<file path="src/rtl/tour_pkg.sv">
// Shared types and constants for the knight-tour command replay block.
package tour_pkg;

  typedef enum logic [2:0] {
    IDLE,
    VERT,
    HOLD_V,
    HORZ,
    HOLD_H
  } state_t;

  localparam int unsigned NUM_MOVES = 24;

  localparam logic [3:0] MOVE_OP    = 4'h2;
  localparam logic [3:0] FANFARE_OP = 4'h3;

  localparam logic [7:0] HDG_N = 8'h00;
  localparam logic [7:0] HDG_W = 8'h3F;
  localparam logic [7:0] HDG_S = 8'h7F;
  localparam logic [7:0] HDG_E = 8'hBF;

  localparam logic [7:0] RESP_ACK = 8'hA5;
  localparam logic [7:0] RESP_POS = 8'h5A;

endpackage

</file>
<file path="src/rtl/tour_cmd_move_decode.sv">
// Combinational split of a one-hot knight move into a vertical move command
// and a horizontal fanfare command; non-one-hot input yields zero-square commands.
module move_decode
  import tour_pkg::*;
(
  input  logic [7:0]  move,
  output logic [15:0] vert_cmd,
  output logic [15:0] horz_cmd,
  output logic        valid
);

  always_comb begin
    valid    = 1'b1;
    vert_cmd = {MOVE_OP, HDG_N, 4'd0};
    horz_cmd = {FANFARE_OP, HDG_N, 4'd0};
    unique case (move)
      8'h01: begin vert_cmd = {MOVE_OP, HDG_N, 4'd2}; horz_cmd = {FANFARE_OP, HDG_E, 4'd1}; end
      8'h02: begin vert_cmd = {MOVE_OP, HDG_N, 4'd2}; horz_cmd = {FANFARE_OP, HDG_W, 4'd1}; end
      8'h04: begin vert_cmd = {MOVE_OP, HDG_N, 4'd1}; horz_cmd = {FANFARE_OP, HDG_W, 4'd2}; end
      8'h08: begin vert_cmd = {MOVE_OP, HDG_S, 4'd1}; horz_cmd = {FANFARE_OP, HDG_W, 4'd2}; end
      8'h10: begin vert_cmd = {MOVE_OP, HDG_S, 4'd2}; horz_cmd = {FANFARE_OP, HDG_W, 4'd1}; end
      8'h20: begin vert_cmd = {MOVE_OP, HDG_S, 4'd2}; horz_cmd = {FANFARE_OP, HDG_E, 4'd1}; end
      8'h40: begin vert_cmd = {MOVE_OP, HDG_S, 4'd1}; horz_cmd = {FANFARE_OP, HDG_E, 4'd2}; end
      8'h80: begin vert_cmd = {MOVE_OP, HDG_N, 4'd1}; horz_cmd = {FANFARE_OP, HDG_E, 4'd2}; end
      default: valid = 1'b0;
    endcase
  end

endmodule

</file>
<file path="src/rtl/tour_cmd.sv">
// Replays a solved knight tour as vertical/horizontal commands to cmd_proc,
// passing UART commands through when idle. Optional bad_move flag: TOUR_CMD_ERR_EN.
module tour_cmd
  import tour_pkg::*;
#(
  parameter int unsigned NUM_MOVES_P = NUM_MOVES
) (
  input  logic        clk,
  input  logic        rst_n,
  input  logic        start_tour,
  input  logic [7:0]  move,
  output logic [4:0]  mv_indx,
  input  logic [15:0] cmd_UART,
  input  logic        cmd_rdy_UART,
  output logic        clr_cmd_rdy_UART,
  output logic [15:0] cmd,
  output logic        cmd_rdy,
  input  logic        clr_cmd_rdy,
  input  logic        send_resp,
  output logic [7:0]  resp
`ifdef TOUR_CMD_ERR_EN
  ,
  output logic        bad_move
`endif
);

  localparam logic [4:0] LAST_IDX = 5'(NUM_MOVES_P - 1);

  state_t      state, state_nxt;
  logic [4:0]  mv_indx_nxt;
  logic [15:0] vert_cmd, horz_cmd;
  logic        move_valid;
  logic        last_move;

  move_decode u_move_decode (
    .move     (move),
    .vert_cmd (vert_cmd),
    .horz_cmd (horz_cmd),
    .valid    (move_valid)
  );

  assign last_move = (mv_indx == LAST_IDX);

  always_ff @(posedge clk or negedge rst_n) begin
    if (!rst_n) begin
      state   <= IDLE;
      mv_indx <= '0;
    end else begin
      state   <= state_nxt;
      mv_indx <= mv_indx_nxt;
    end
  end

  // clr_cmd_rdy takes priority in VERT/HORZ; a coincident send_resp is dropped.
  always_comb begin
    state_nxt        = state;
    mv_indx_nxt      = mv_indx;
    cmd              = vert_cmd;
    cmd_rdy          = 1'b0;
    clr_cmd_rdy_UART = 1'b0;
    resp             = RESP_POS;
    unique case (state)
      IDLE: begin
        cmd              = cmd_UART;
        cmd_rdy          = cmd_rdy_UART;
        clr_cmd_rdy_UART = clr_cmd_rdy;
        resp             = RESP_ACK;
        if (start_tour) begin
          mv_indx_nxt = '0;
          state_nxt   = VERT;
        end
      end
      VERT: begin
        cmd_rdy = 1'b1;
        if (clr_cmd_rdy) state_nxt = HOLD_V;
      end
      HOLD_V: begin
        if (send_resp) state_nxt = HORZ;
      end
      HORZ: begin
        cmd     = horz_cmd;
        cmd_rdy = 1'b1;
        if (clr_cmd_rdy) state_nxt = HOLD_H;
      end
      HOLD_H: begin
        cmd = horz_cmd;
        if (last_move) resp = RESP_ACK;
        if (send_resp) begin
          if (last_move) begin
            state_nxt = IDLE;
          end else begin
            mv_indx_nxt = mv_indx + 5'd1;
            state_nxt   = VERT;
          end
        end
      end
      default: state_nxt = IDLE;
    endcase
  end

`ifdef TOUR_CMD_ERR_EN
  always_ff @(posedge clk or negedge rst_n) begin
    if (!rst_n)
      bad_move <= 1'b0;
    else if (state == IDLE && start_tour)
      bad_move <= 1'b0;
    else if (state == VERT && !move_valid)
      bad_move <= 1'b1;
  end
`endif

endmodule
</file>
<file path="config.mk">
export PLATFORM = sky130hd
export DESIGN_NAME = tour_cmd
export DESIGN_NICKNAME = d
export VERILOG_FILES = /design/src/rtl/tour_pkg.sv /design/src/rtl/tour_cmd_move_decode.sv /design/src/rtl/tour_cmd.sv
export SDC_FILE = /design/constraint.sdc
export NUM_CORES = 1
export LEC_CHECK = 0
export BUFFER_PORTS_ARGS = -buffer_cell sky130_fd_sc_hd__buf_2
export CAP_MARGIN = 10
export CORE_UTILIZATION = 43
export DETAILED_ROUTE_END_ITERATION = 8
export HOLD_SLACK_MARGIN = 0.06
export PLACE_DENSITY = 0.84
export SKIP_CTS_REPAIR_TIMING = 1
export SYNTH_ARGS = -nofsm -noshare
export SYNTH_HDL_FRONTEND = slang
export SYNTH_SLANG_ARGS = --single-unit
</file>
<file path="constraint.sdc">
create_clock -name clk -period 1.64 [get_ports clk]
set_input_delay 0.164 -clock clk [delete_from_list [all_inputs] [get_ports clk]]
set_output_delay 0.164 -clock clk [all_outputs]
set_load 0.05 [all_outputs]
</file>
* After elaboration in Yosys (flattened, before gate mapping) *
Index checks and enable logic that the tools add are counted.

operators by class
  add/sub/neg operators = 1
  eq/ne operators = 19
  muxes and demuxes = 18
  reductions and logical operators = 14

operator list
  cell                                           number
  case mux 12 bit (4 select lines)               1
  case mux 11 bit (4 select lines)               1
  case mux 16 bit (2 select lines)               1
  OR reduction 2 bit                             10
  case mux 8 bit (2 select lines)                1
  two-way mux 3 bit                              5
  two-way mux 5 bit                              3
  case mux 3 bit (5 select lines)                1
  inequality test 2 bit, second input constant   6
  case mux 5 bit (2 select lines)                1
  == test 8 x 1 -> 1 bit, second input constant  1
  == test 8 x 2 -> 1 bit, second input constant  1
  == test 8 x 3 -> 1 bit, second input constant  1
  == test 8 x 4 -> 1 bit, second input constant  1
  == test 8 x 5 -> 1 bit, second input constant  1
  == test 8 x 6 -> 1 bit, second input constant  1
  == test 8 x 7 -> 1 bit, second input constant  1
  == test 8 bit, second input constant           1
  two-way mux 8 bit                              1
  == test 3 x 2 -> 1 bit, second input constant  2
  adder 5 x 1 -> 5 bit, second input constant    1
  == test 5 bit, second input constant           1
  AND reduction 5 bit                            1
  AND reduction 4 bit                            1
  6 further kinds                                7

word-level totals
  register bits = 8
  bits of input ports = 30
  output and inout port bits = 31

* Logic depth before layout (Yosys ltp) *
Gate-level depths: netlist (run 1).

  depth after elaboration = 4
  gate-level depth with buffers = 6
  gate-level depth less buffers = 6

* By module *
A second synthesis (run 1) with hierarchy kept.

unflattened totals
  cell total of the unflattened synthesis = 161
  area total of the unflattened synthesis = 1336.3 um^2

by module, submodules not included
  module       instances  cells an instance  area an instance (um^2)  sequential area each (um^2)
  tour_cmd     1          103                918.4                    200.2
  move_decode  1          58                 417.9                    0.0

* Worst setup path after synthesis (run 1) *
Ideal clock, no wire load.

  path type = register to output
  start point = register mv_indx[0]
  end point = output resp[2]
  arrival time = 2154 ps
  slack = -678 ps
  stages on the path, launching flop included = 7
  buffers on the path = 1
  cell sequence = dfrtp_1 ha_1 nand4b_1 nand2_1 nand2_1 inv_2 buf_4

on the way
  longest elaborated chain between the ends = 3

ends and longest elaborated chain
  what                             line            RTL
  start: declaration               tour_cmd.sv:12  output logic [4:0] mv_indx,
  start signal: assignment         tour_cmd.sv:50  mv_indx <= mv_indx_nxt;
  == test 5 bit                    tour_cmd.sv:42  assign last_move = (mv_indx == LAST_IDX);
  two-way mux 8 bit                tour_cmd.sv:87  if (last_move) resp = RESP_ACK;
  case mux 8 bit (2 select lines)  tour_cmd.sv:62  unique case (state)
  end: declaration                 tour_cmd.sv:20  output logic [7:0] resp

No other way between the ends.

* Worst setup path in the final report (run 1) *
  start point = register state[1]
  end point = output cmd[10]

on the way
  longest elaborated chain between the ends = 3
  elaborated cells between the ends (all ways) = 5

ends and longest elaborated chain
  what                                                            line            RTL
  start: declaration                                              tour_cmd.sv:29  state_t state, state_nxt;
  start signal: assignment                                        tour_cmd.sv:49  state <= state_nxt;
  == test 3 bit / == test 3 x 2 -> 1 bit (equally long branches)  tour_cmd.sv:62
  OR reduction 2 bit (no line)                                    --
  case mux 16 bit (2 select lines) (*)                            tour_cmd.sv:62
  end: declaration                                                tour_cmd.sv:16  output logic [15:0] cmd,

Mark *: on every way between the ends. The rest lies on a longest branch, timed or not.

==> results_tabular.tex, run 1 <==
\begin{tabular}{lr}
\hline
Metric & Value \\
\hline
\multicolumn{2}{l}{\textbf{Run status}} \\
Status & finished, violations left \\
Violations in the final reports & negative setup slack \\
\multicolumn{2}{l}{\textbf{Cells and area}} \\
\# fillers & between 100 and 150 \\
Sequential cell area & around 210 um\^{}2 \\
Footprint of the multi-input gates & a little under 800 um\^{}2 \\
Antenna diodes & 0 \\
Layout net count & 240 \\
Final design utilization & 76.30\% \\
Share of layout cells above drive strength 1 & between 50 and 60\% \\
Area growth, synth to finish & 68.90\% \\
\multicolumn{2}{l}{\textbf{Place}} \\
Worst Setup Slack post-DPL & -0.1155 ns \\
Count of port buffers added during placement & 60 \\
Hpwl dp & approximately 2200 um \\
Gp weighted congestion & about 0.8 \\
\multicolumn{2}{l}{\textbf{Die}} \\
Placement row count & 17 \\
Count of pins on the block boundary & 61 \\
DIE WIDTH & about 50 um \\
Vertical die dimension & roughly 50 um \\
Die Footprint & about 2500 um\^{}2 \\
Starting utilization of the core area & 45.17\% \\
Placeable Area & between 2000 and 2500 um\^{}2 \\
\multicolumn{2}{l}{\textbf{STA}} \\
Relative slew margins & around 70\% \\
Worst hold slack & around 0.15 ns \\
Final Cycle Share & 105.0\% \\
Post-route clock skew & between 0.009 and 0.01 ns \\
Final hold violation count & 0 \\
Unrepaired setup endpoints after global routing & true \\
Setup violation total in the final timing report & 11 \\
Final worst path period need & 1.722 ns \\
Measured slew at the worst slew-check pin & 0.4464 ns \\
Count of pins over their slew limit & 0 \\
Upper clock frequency limit & 580.8 MHz \\
Setup WS post-layout & -0.08168 ns \\
\multicolumn{2}{l}{\textbf{Synth}} \\
Syn Std Cell Area & slightly below 1000 um\^{}2 \\
Number of nets in the synthesized netlist & 170 \\
Ys Warns & 0 \\
Synth async-reset ratio & 100.0\% \\
Most frequently used flop master after synthesis & sky130\_fd\_sc\_hd\_\_dfrtp\_1 \\
Post-synthesis sequential area ratio & 20.23\% \\
Synthesized area per cell & 7.120 um\^{}2 \\
Synth Register Bits & 8 \\
Number of distinct library cells after synthesis & 39 \\
Share of the synthesized area in the top cell type & roughly a fifth \\
Cell type contributing the most total cell area after synthesis & sky130\_fd\_sc\_hd\_\_dfrtp\_1 \\
Largest cells by area after synthesis & sky130\_fd\_sc\_hd\_\_dfrtp\_1 20\%, sky130\_fd\_sc\_hd\_\_nand2\_1 12\%, sky130\_fd\_sc\_hd\_\_o21ai\_1 5.6\% \\
Count of flip-flops with a built-in enable after synthesis & 0 \\
Instance count of the mapped netlist & 139 \\
\multicolumn{2}{l}{\textbf{Global route}} \\
Global-route total usage across every layer & 22.40\% \\
Grt peak-use layer & met2 \\
Wire length of the first global-routing pass & 4284 um \\
Number of antenna violations at the first check in global routing & 0 \\
Met2 Track Usage GR & 40.77\% \\
Overflow after GRT & 0 \\
Met1 Usage GRT & 24.54\% \\
Largest net degree at the start of global routing & 11 \\
Met3 usage in global routing & $\sim$2.8\% \\
Number of global-route vias before repair & roughly 1000 \\
\multicolumn{2}{l}{\textbf{Detailed routing}} \\
Antenna-violating nets left & 0 \\
Length of the first detailed-routing pass in iterations & 4 \\
Routed wire length & between 3000 and 4000 um \\
Detailed-route vias per instance & $\sim$5.6 \\
Wire per inst & between 10 and 15 um \\
Number of remaining DRC errors & 0 \\
Count of routing violations after the opening detailed-route iteration & 45 \\
Via count & around 1300 \\
\multicolumn{2}{l}{\textbf{Pwr}} \\
Cell Int Power & about 0.0014 W \\
Switching power as a share of total power & about three fifths \\
Part of the total power dissipated in sequential elements & 10.8\% \\
Overall power after layout & 0.003480 W \\
Part of the total power dissipated in combinational logic & 84.1\% \\
Worst supply voltage drop on vdd & $\sim$1700 uV \\
Net switching power & between 0.002 and 0.0025 W \\
Part of the power in the clock network & approximately 5.1\% \\
Leak Pwr & 0.7845 nW \\
Cell Pwr Density & between 2000 and 2500 nW/um\^{}2 \\
\multicolumn{2}{l}{\textbf{Critical path}} \\
Critical path start-end classification & reg2out \\
Worst Setup End Kind & output port \\
Crit-path max FO & 6 \\
Required arrival time at the worst endpoint & approximately 1.5 ns \\
Kind of launch point of the worst setup path & flip-flop \\
Arrival @ worst endpoint & roughly 1.6 ns \\
R2R setup slack & around 0.08 ns \\
\multicolumn{2}{l}{\textbf{CTS}} \\
TritonCTS clock tree & done \\
Deepest clock path buffer count & 2 \\
Clock sinks & 8 \\
Clock edge transition at the registers on the reported setup and hold paths & approximately 0.060 ns \\
Number of buffers added by the clock tree synthesis step & 3 \\
Source-to-sink clock delay at the later pin of the worst-skew pair & between 0.2 and 0.3 ns \\
Number of levels in the clock H-tree & 1 \\
CTS root buffer & sky130\_fd\_sc\_hd\_\_clkbuf\_4 \\
\multicolumn{2}{l}{\textbf{Job}} \\
Max\_cap viols & 0 \\
\multicolumn{2}{l}{\textbf{Hold path}} \\
Kind of path behind the tightest hold check & in2reg \\
\hline
\end{tabular}
## state kept, by name (all words and copies together) (netlist names)
signal	flops
state	3
mv_indx	5
## cell families (layout without fill, tap and decap cells)
kind of cell / count (synthesis) / in the layout / synth area share [%]
buffers and inverters: 18 / 87 / 10.87
AO/OA/AOI/OAI: 34 / 34 / 24.40
XOR/XNOR: 5 / 5 / 4.425
flip-flops: 8 / 8 / 20.23
multiplexers: 3 / 3 / 3.034
adder cells (fa/ha/maj): 1 / 1 / 1.264
AND/OR/NAND/NOR: 70 / 70 / 35.78
## worst paths after layout
path,start,to,depth (start not counted)
setup / recovery,state[1],cmd[10],5
min in group asynchronous,rst_n,mv_indx[1],2
setup reg to reg,mv_indx[1],mv_indx[3],7
hold / removal,send_resp,state[2],2
max in group asynchronous,rst_n,state[2],2
hold reg to reg,mv_indx[3],mv_indx[3],2
## power by group through the flow
stage	Sequential, W	Combinational (W)	Clock (W)
after CTS	0.000340	0.00226	0.000172
after global routing	0.000383	0.00305	0.000173
after detailed placement	0.000344	0.00226	0
after floorplan	0.000299	0.00196	0
final	0.000377	0.00293	0.000177
after global placement	0.000337	0.00224	0
## critical path: stages (launching register included)
cell and delay (ns):
sky130_fd_sc_hd__dfrtp_2 0.49, sky130_fd_sc_hd__nor2_4 0.21, sky130_fd_sc_hd__buf_4 0.15, sky130_fd_sc_hd__a21oi_1 0.04, sky130_fd_sc_hd__a32o_1 0.21, sky130_fd_sc_hd__buf_2 0.21
## layout make-up
cell class,count,share of cell area [%]
repair buffers,79,34.66
clock buffers,4,1.572
well taps,28,2.096
multi-input cells,113,47.38
inverters,4,1.796
flip-flops and latches,8,12.50
## cell usage after synthesis (2+ instances only)
cell type,n
sky130_fd_sc_hd__nand2_1,32
sky130_fd_sc_hd__nor4b_2,2
sky130_fd_sc_hd__buf_4,6
sky130_fd_sc_hd__buf_2,2
sky130_fd_sc_hd__nor2_1,13
sky130_fd_sc_hd__dfrtp_1,8
sky130_fd_sc_hd__inv_2,4
sky130_fd_sc_hd__o22ai_1,3
sky130_fd_sc_hd__o21ai_1,11
sky130_fd_sc_hd__nand4_1,3
sky130_fd_sc_hd__o21ai_0,4
sky130_fd_sc_hd__buf_6,2
sky130_fd_sc_hd__nand3b_1,3
sky130_fd_sc_hd__o221ai_2,2
sky130_fd_sc_hd__and3_1,6
sky130_fd_sc_hd__a21oi_1,5
sky130_fd_sc_hd__nor4b_1,2
sky130_fd_sc_hd__mux2i_1,3
sky130_fd_sc_hd__clkbuf_1,4
sky130_fd_sc_hd__nor4_1,2
sky130_fd_sc_hd__xor2_1,4
## placed cells by master, fill, tap and decap left out, types with 3 or more instances in the layout
cell	synthesis	routed
sky130_fd_sc_hd__dfrtp_2	0	7
sky130_fd_sc_hd__nor2_1	13	10
sky130_fd_sc_hd__o21ai_1	11	14
sky130_fd_sc_hd__buf_2	2	35
sky130_fd_sc_hd__a21oi_1	5	4
sky130_fd_sc_hd__nand4_1	3	3
sky130_fd_sc_hd__buf_6	2	19
sky130_fd_sc_hd__mux2i_1	3	3
sky130_fd_sc_hd__nand2_1	32	28
sky130_fd_sc_hd__nor4b_2	2	3
sky130_fd_sc_hd__nand3b_1	3	3
sky130_fd_sc_hd__buf_4	6	22
sky130_fd_sc_hd__and3_1	6	6
sky130_fd_sc_hd__inv_4	0	3
sky130_fd_sc_hd__clkbuf_4	0	5
## routing by layer
| layer | routed length [um] | vias up | share of wire, % |
|---|---|---|---|
| li1 | - | 631 | - |
| met1 | 1336 | 626 | 39 |
| met2 | 1779 | 59 | 52 |
| met3 | 178 | 9 | 5.2 |
| met4 | 102 | 0 | 3.0 |
| met5 | 0 | - | 0 |
## stage by stage
stage          cell area, um^2  cells  TNS, ns
6_report                  1672    236  -0.5636
4_1_cts                   1369    226   -4.091
2_1_floorplan             1049    139  -0.2668
3_3_place_gp              1343    222        0
3_5_place_dp              1343    222  -0.6394
5_1_grt                   1672    236   -1.480
Power figures use the tool's default switching activity.
==> run 2: changes to the inputs <==
--- a/config.mk
+++ b/config.mk
@@ -5,9 +5,10 @@
 export SDC_FILE = /design/constraint.sdc
 export NUM_CORES = 1
 export LEC_CHECK = 0
+export ABC_AREA = 1
 export BUFFER_PORTS_ARGS = -buffer_cell sky130_fd_sc_hd__buf_2
 export CAP_MARGIN = 10
-export CORE_UTILIZATION = 43
+export CORE_UTILIZATION = 42
 export DETAILED_ROUTE_END_ITERATION = 8
 export HOLD_SLACK_MARGIN = 0.06
 export PLACE_DENSITY = 0.84
==> run 2 against run 1 <==
The run still ends with negative setup slack left; sequential cell count stayed put; fmax is 6.9% lower; die area is 2.6% lower; register-to-register slack worse by 0.06 ns; total power is 11% lower; non-clock buffer count is 5 lower; combinational power is 11% lower; setup slack worse by 0.13 ns; count of clock-buffer cells in the layout stayed put; global-route usage is 3.5 points lower; highest routed layer unchanged.
==> results_tabular.tex, run 2 <==
\begin{tabular}{lr}
\hline
Metric & Value \\
\hline
\multicolumn{2}{l}{\textbf{STA}} \\
Final worst path period need & 1.850 ns \\
Count of pins over their slew limit & 0 \\
Relative slew margins & 80.58\% \\
Unrepaired setup endpoints after global routing & true \\
Setup violation total in the final timing report & 20 \\
Measured slew at the worst slew-check pin & between 0.2 and 0.3 ns \\
Post-route clock skew & 0.01350 ns \\
Final Cycle Share & 112.8\% \\
Setup WS post-layout & -0.2096 ns \\
Upper clock frequency limit & roughly 540 MHz \\
Final hold violation count & 0 \\
Worst hold slack & 0.1357 ns \\
\multicolumn{2}{l}{\textbf{Cells and area}} \\
Antenna diodes & 0 \\
Share of layout cells above drive strength 1 & 47.90\% \\
Most frequent cells in the layout & 46 x sky130\_fd\_sc\_hd\_\_nand2\_1, 37 x sky130\_fd\_sc\_hd\_\_buf\_2, 28 x sky130\_fd\_sc\_hd\_\_nor2\_1 \\
Most common cell after layout, fill and taps aside & sky130\_fd\_sc\_hd\_\_nand2\_1 \\
Area growth, synth to finish & 74.73\% \\
Register bank with the most flops & mv\_indx \\
Flip-flop count of the largest register after layout & 5 \\
Layout net count & 270 \\
Final std cell area, no fill & $\sim$1600 um\^{}2 \\
Largest registers in the final layout & mv\_indx: 5 flops, state: 3 flops \\
\multicolumn{2}{l}{\textbf{Die}} \\
Starting utilization of the core area & between 40\% and 50\% \\
Placeable Area & 2042 um\^{}2 \\
Placement row count & 16 \\
Count of pins on the block boundary & a little over 60 \\
DIE WIDTH & between 40 and 50 um \\
Die Footprint & between 2000 and 2500 um\^{}2 \\
Vertical die dimension & slightly below 50 um \\
\multicolumn{2}{l}{\textbf{Global route}} \\
Largest net degree at the start of global routing & 13 \\
Number of global-route vias before repair & 947 \\
Number of antenna violations at the first check in global routing & 0 \\
Global-route total usage across every layer & around a fifth \\
Overflow after GRT & 0 \\
Wire length of the first global-routing pass & around 3700 um \\
\multicolumn{2}{l}{\textbf{Detailed routing}} \\
Length of the first detailed-routing pass in iterations & 4 \\
Wire per inst & 11.87 um \\
Antenna-violating nets left & 0 \\
Number of remaining DRC errors & 0 \\
Count of routing violations after the opening detailed-route iteration & 28 \\
Routed wire length & about 3100 um \\
Via count & between 1000 and 1500 \\
Detailed-route vias per instance & around 4.8 \\
\multicolumn{2}{l}{\textbf{Synth}} \\
Cell with the most instances after synthesis & sky130\_fd\_sc\_hd\_\_nand2\_1 \\
Post-synthesis sequential area ratio & roughly a fifth \\
Count of flip-flops with a built-in enable after synthesis & 0 \\
Syn Std Cell Area & 940.9 um\^{}2 \\
Number of distinct library cells after synthesis & 22 \\
Ys Warns & 0 \\
Most frequently used flop master after synthesis & sky130\_fd\_sc\_hd\_\_dfrtp\_1 \\
Number of nets in the synthesized netlist & just under 200 \\
Commonest cells post-synth & 52 x sky130\_fd\_sc\_hd\_\_nand2\_1, 30 x sky130\_fd\_sc\_hd\_\_nor2\_1, 21 x sky130\_fd\_sc\_hd\_\_inv\_1 \\
Synth async-reset ratio & 100.0\% \\
Synthesized area per cell & around 5.6 um\^{}2 \\
Largest cells by area after synthesis & sky130\_fd\_sc\_hd\_\_dfrtp\_1 21\%, sky130\_fd\_sc\_hd\_\_nand2\_1 21\%, sky130\_fd\_sc\_hd\_\_nor2\_1 12\% \\
Instance count of the mapped netlist & between 150 and 200 \\
Cell type contributing the most total cell area after synthesis & sky130\_fd\_sc\_hd\_\_dfrtp\_1 \\
Share of the synthesized area in the top cell type & between 20\% and 30\% \\
Synth Register Bits & 8 \\
\multicolumn{2}{l}{\textbf{CTS}} \\
Deepest clock path buffer count & 2 \\
Clock edge transition at the registers on the reported setup and hold paths & approximately 0.06 ns \\
CTS root buffer & sky130\_fd\_sc\_hd\_\_clkbuf\_4 \\
Source-to-sink clock delay at the later pin of the worst-skew pair & between 0.2 and 0.3 ns \\
Number of levels in the clock H-tree & 1 \\
Number of buffers added by the clock tree synthesis step & 3 \\
TritonCTS clock tree & done \\
Clock sinks & 8 \\
\multicolumn{2}{l}{\textbf{Run status}} \\
Status & finished, violations left \\
Violations in the final reports & negative setup slack \\
\multicolumn{2}{l}{\textbf{Pwr}} \\
Leak Pwr & just under 1 nW \\
Cell Pwr Density & $\sim$1900 nW/um\^{}2 \\
Worst supply voltage drop on vdd & around 1500 uV \\
\multicolumn{2}{l}{\textbf{Critical path}} \\
Kind of launch point of the worst setup path & flip-flop \\
Source of the worst register-to-register timing path & state[0] \\
Required arrival time at the worst endpoint & roughly 1.5 ns \\
Worst path max stage delay & about 0.43 ns \\
R2R setup slack & about 0.020 ns \\
Crit-path max FO & 7 \\
Standard cell with the maximum stage delay on the critical path & sky130\_fd\_sc\_hd\_\_dfrtp\_1 \\
Worst Setup End Kind & output port \\
Critical path start-end classification & reg2out \\
Worst reg-to-reg path cell count & 12 \\
Sequence of cells on the critical path & nand2\_1 > o21ai\_4 > nor2\_4 > nand2\_4 > nand3\_2 > buf\_6 \\
Arrival @ worst endpoint & 1.69 ns \\
Capturing point of the worst reg2reg path & mv\_indx[4] \\
\multicolumn{2}{l}{\textbf{Place}} \\
Hpwl dp & between 1500 and 2000 um \\
Total cell area at the placement stage & 1297 um\^{}2 \\
Gp weighted congestion & 0.7745 \\
Count of port buffers added during placement & 60 \\
Worst Setup Slack post-DPL & 0.07835 ns \\
\multicolumn{2}{l}{\textbf{Hold path}} \\
Launch instance of the worst min-delay path & clr\_cmd\_rdy \\
Kind of path behind the tightest hold check & in2reg \\
Number of cells on the worst hold path & 2 \\
Hold Path Sink & state[0] \\
\multicolumn{2}{l}{\textbf{Job}} \\
Max\_cap viols & 0 \\
\hline
\end{tabular}
run 2: changes by cell type in the layout (fill, tap and decap cells not counted), sizes merged, moves of 3 or more:
| cell | before | now |
|---|---|---|
| mux2i | 3 | 0 |
| a21oi | 5 | 1 |
| o22ai | 3 | 0 |
| nor2 | 14 | 32 |
| nor4b | 4 | 0 |
| and3 | 6 | 0 |
| o21ai | 15 | 9 |
| buf | 76 | 73 |
| nand3 | 1 | 16 |
| inv | 4 | 25 |
| nand2 | 32 | 57 |
run 2: final cells by class:
cell class / count / area, um^2
well taps: 27 / 33.78
inverters: 26 / 108.9
flip-flops and latches: 8 / 205.2
clock buffers: 4 / 26.28
fillers: 150 / 397.9
repair buffers: 74 / 566.8
multi-input cells: 126 / 703.2
run 2: worst max-delay path: cells and delay by family, from the launching register on:
| kind | cells | cell delay [ns] |
|---|---|---|
| and+or+nand+nor | 4 | 0.51 |
| buffers and inverters | 1 | 0.17 |
| AOI/OAI and AO/OA | 1 | 0.30 |
| DFF | 1 | 0.43 |
run 2: how the worst max path moves through the flow:
stage,from,end,slack (ns)
after global placement,state[1],cmd[4],0.08
final,state[1],cmd[6],-0.21
after floorplan,mv_indx[1],resp[2],-0.29
after CTS,state[1],resp[0],-0.22
after detailed placement,state[1],resp[0],0.08
after global routing,state[0],resp[0],-0.29
run 2: metrics by stage:
| stage | total power (W) | instances | utilization, % | TNS, ns |
|---|---|---|---|---|
| final | 0.003102 | 265 | 80.51 | -3.038 |
| after global routing | 0.003250 | 265 | 80.51 | -4.685 |
| after CTS | 0.002456 | 255 | 64.83 | -3.903 |
| after detailed placement | 0.002283 | 251 | 63.54 | 0 |
| after global placement | 0.002274 | 251 | 63.54 | 0 |
| after floorplan | 0.002046 | 167 | - | -0.9502 |
run 2: report_power, final:
group / internal (W) / total [W] / switching, W
clock network: 0.0000938 / 0.000174 / 0.0000806
logic: 0.000902 / 0.00262 / 0.00171
registers: 0.000246 / 0.000313 / 0.0000671
run 2: metal layers:
layer / track usage, % / part of all wire, % / up-vias
li1: - / - / 649
met1: 23.30 / 40 / 569
met2: 32.42 / 51 / 49
met3: 4.984 / 5.8 / 8
met4: 3.922 / 3.0 / 0
met5: 0 / 0 / -
run 2: logic make-up (layout without fill, tap and decap cells):
| logic type | Yosys count | in the layout | synth area share (%) |
|---|---|---|---|
| AND/OR/NAND/NOR | 113 | 113 | 53.59 |
| buffers and inverters | 33 | 104 | 15.82 |
| AO/OA/AOI/OAI | 10 | 10 | 6.116 |
| flip-flops | 8 | 8 | 21.28 |
| XOR/XNOR | 2 | 2 | 1.862 |
| adder cells (fa/ha/maj) | 1 | 1 | 1.330 |
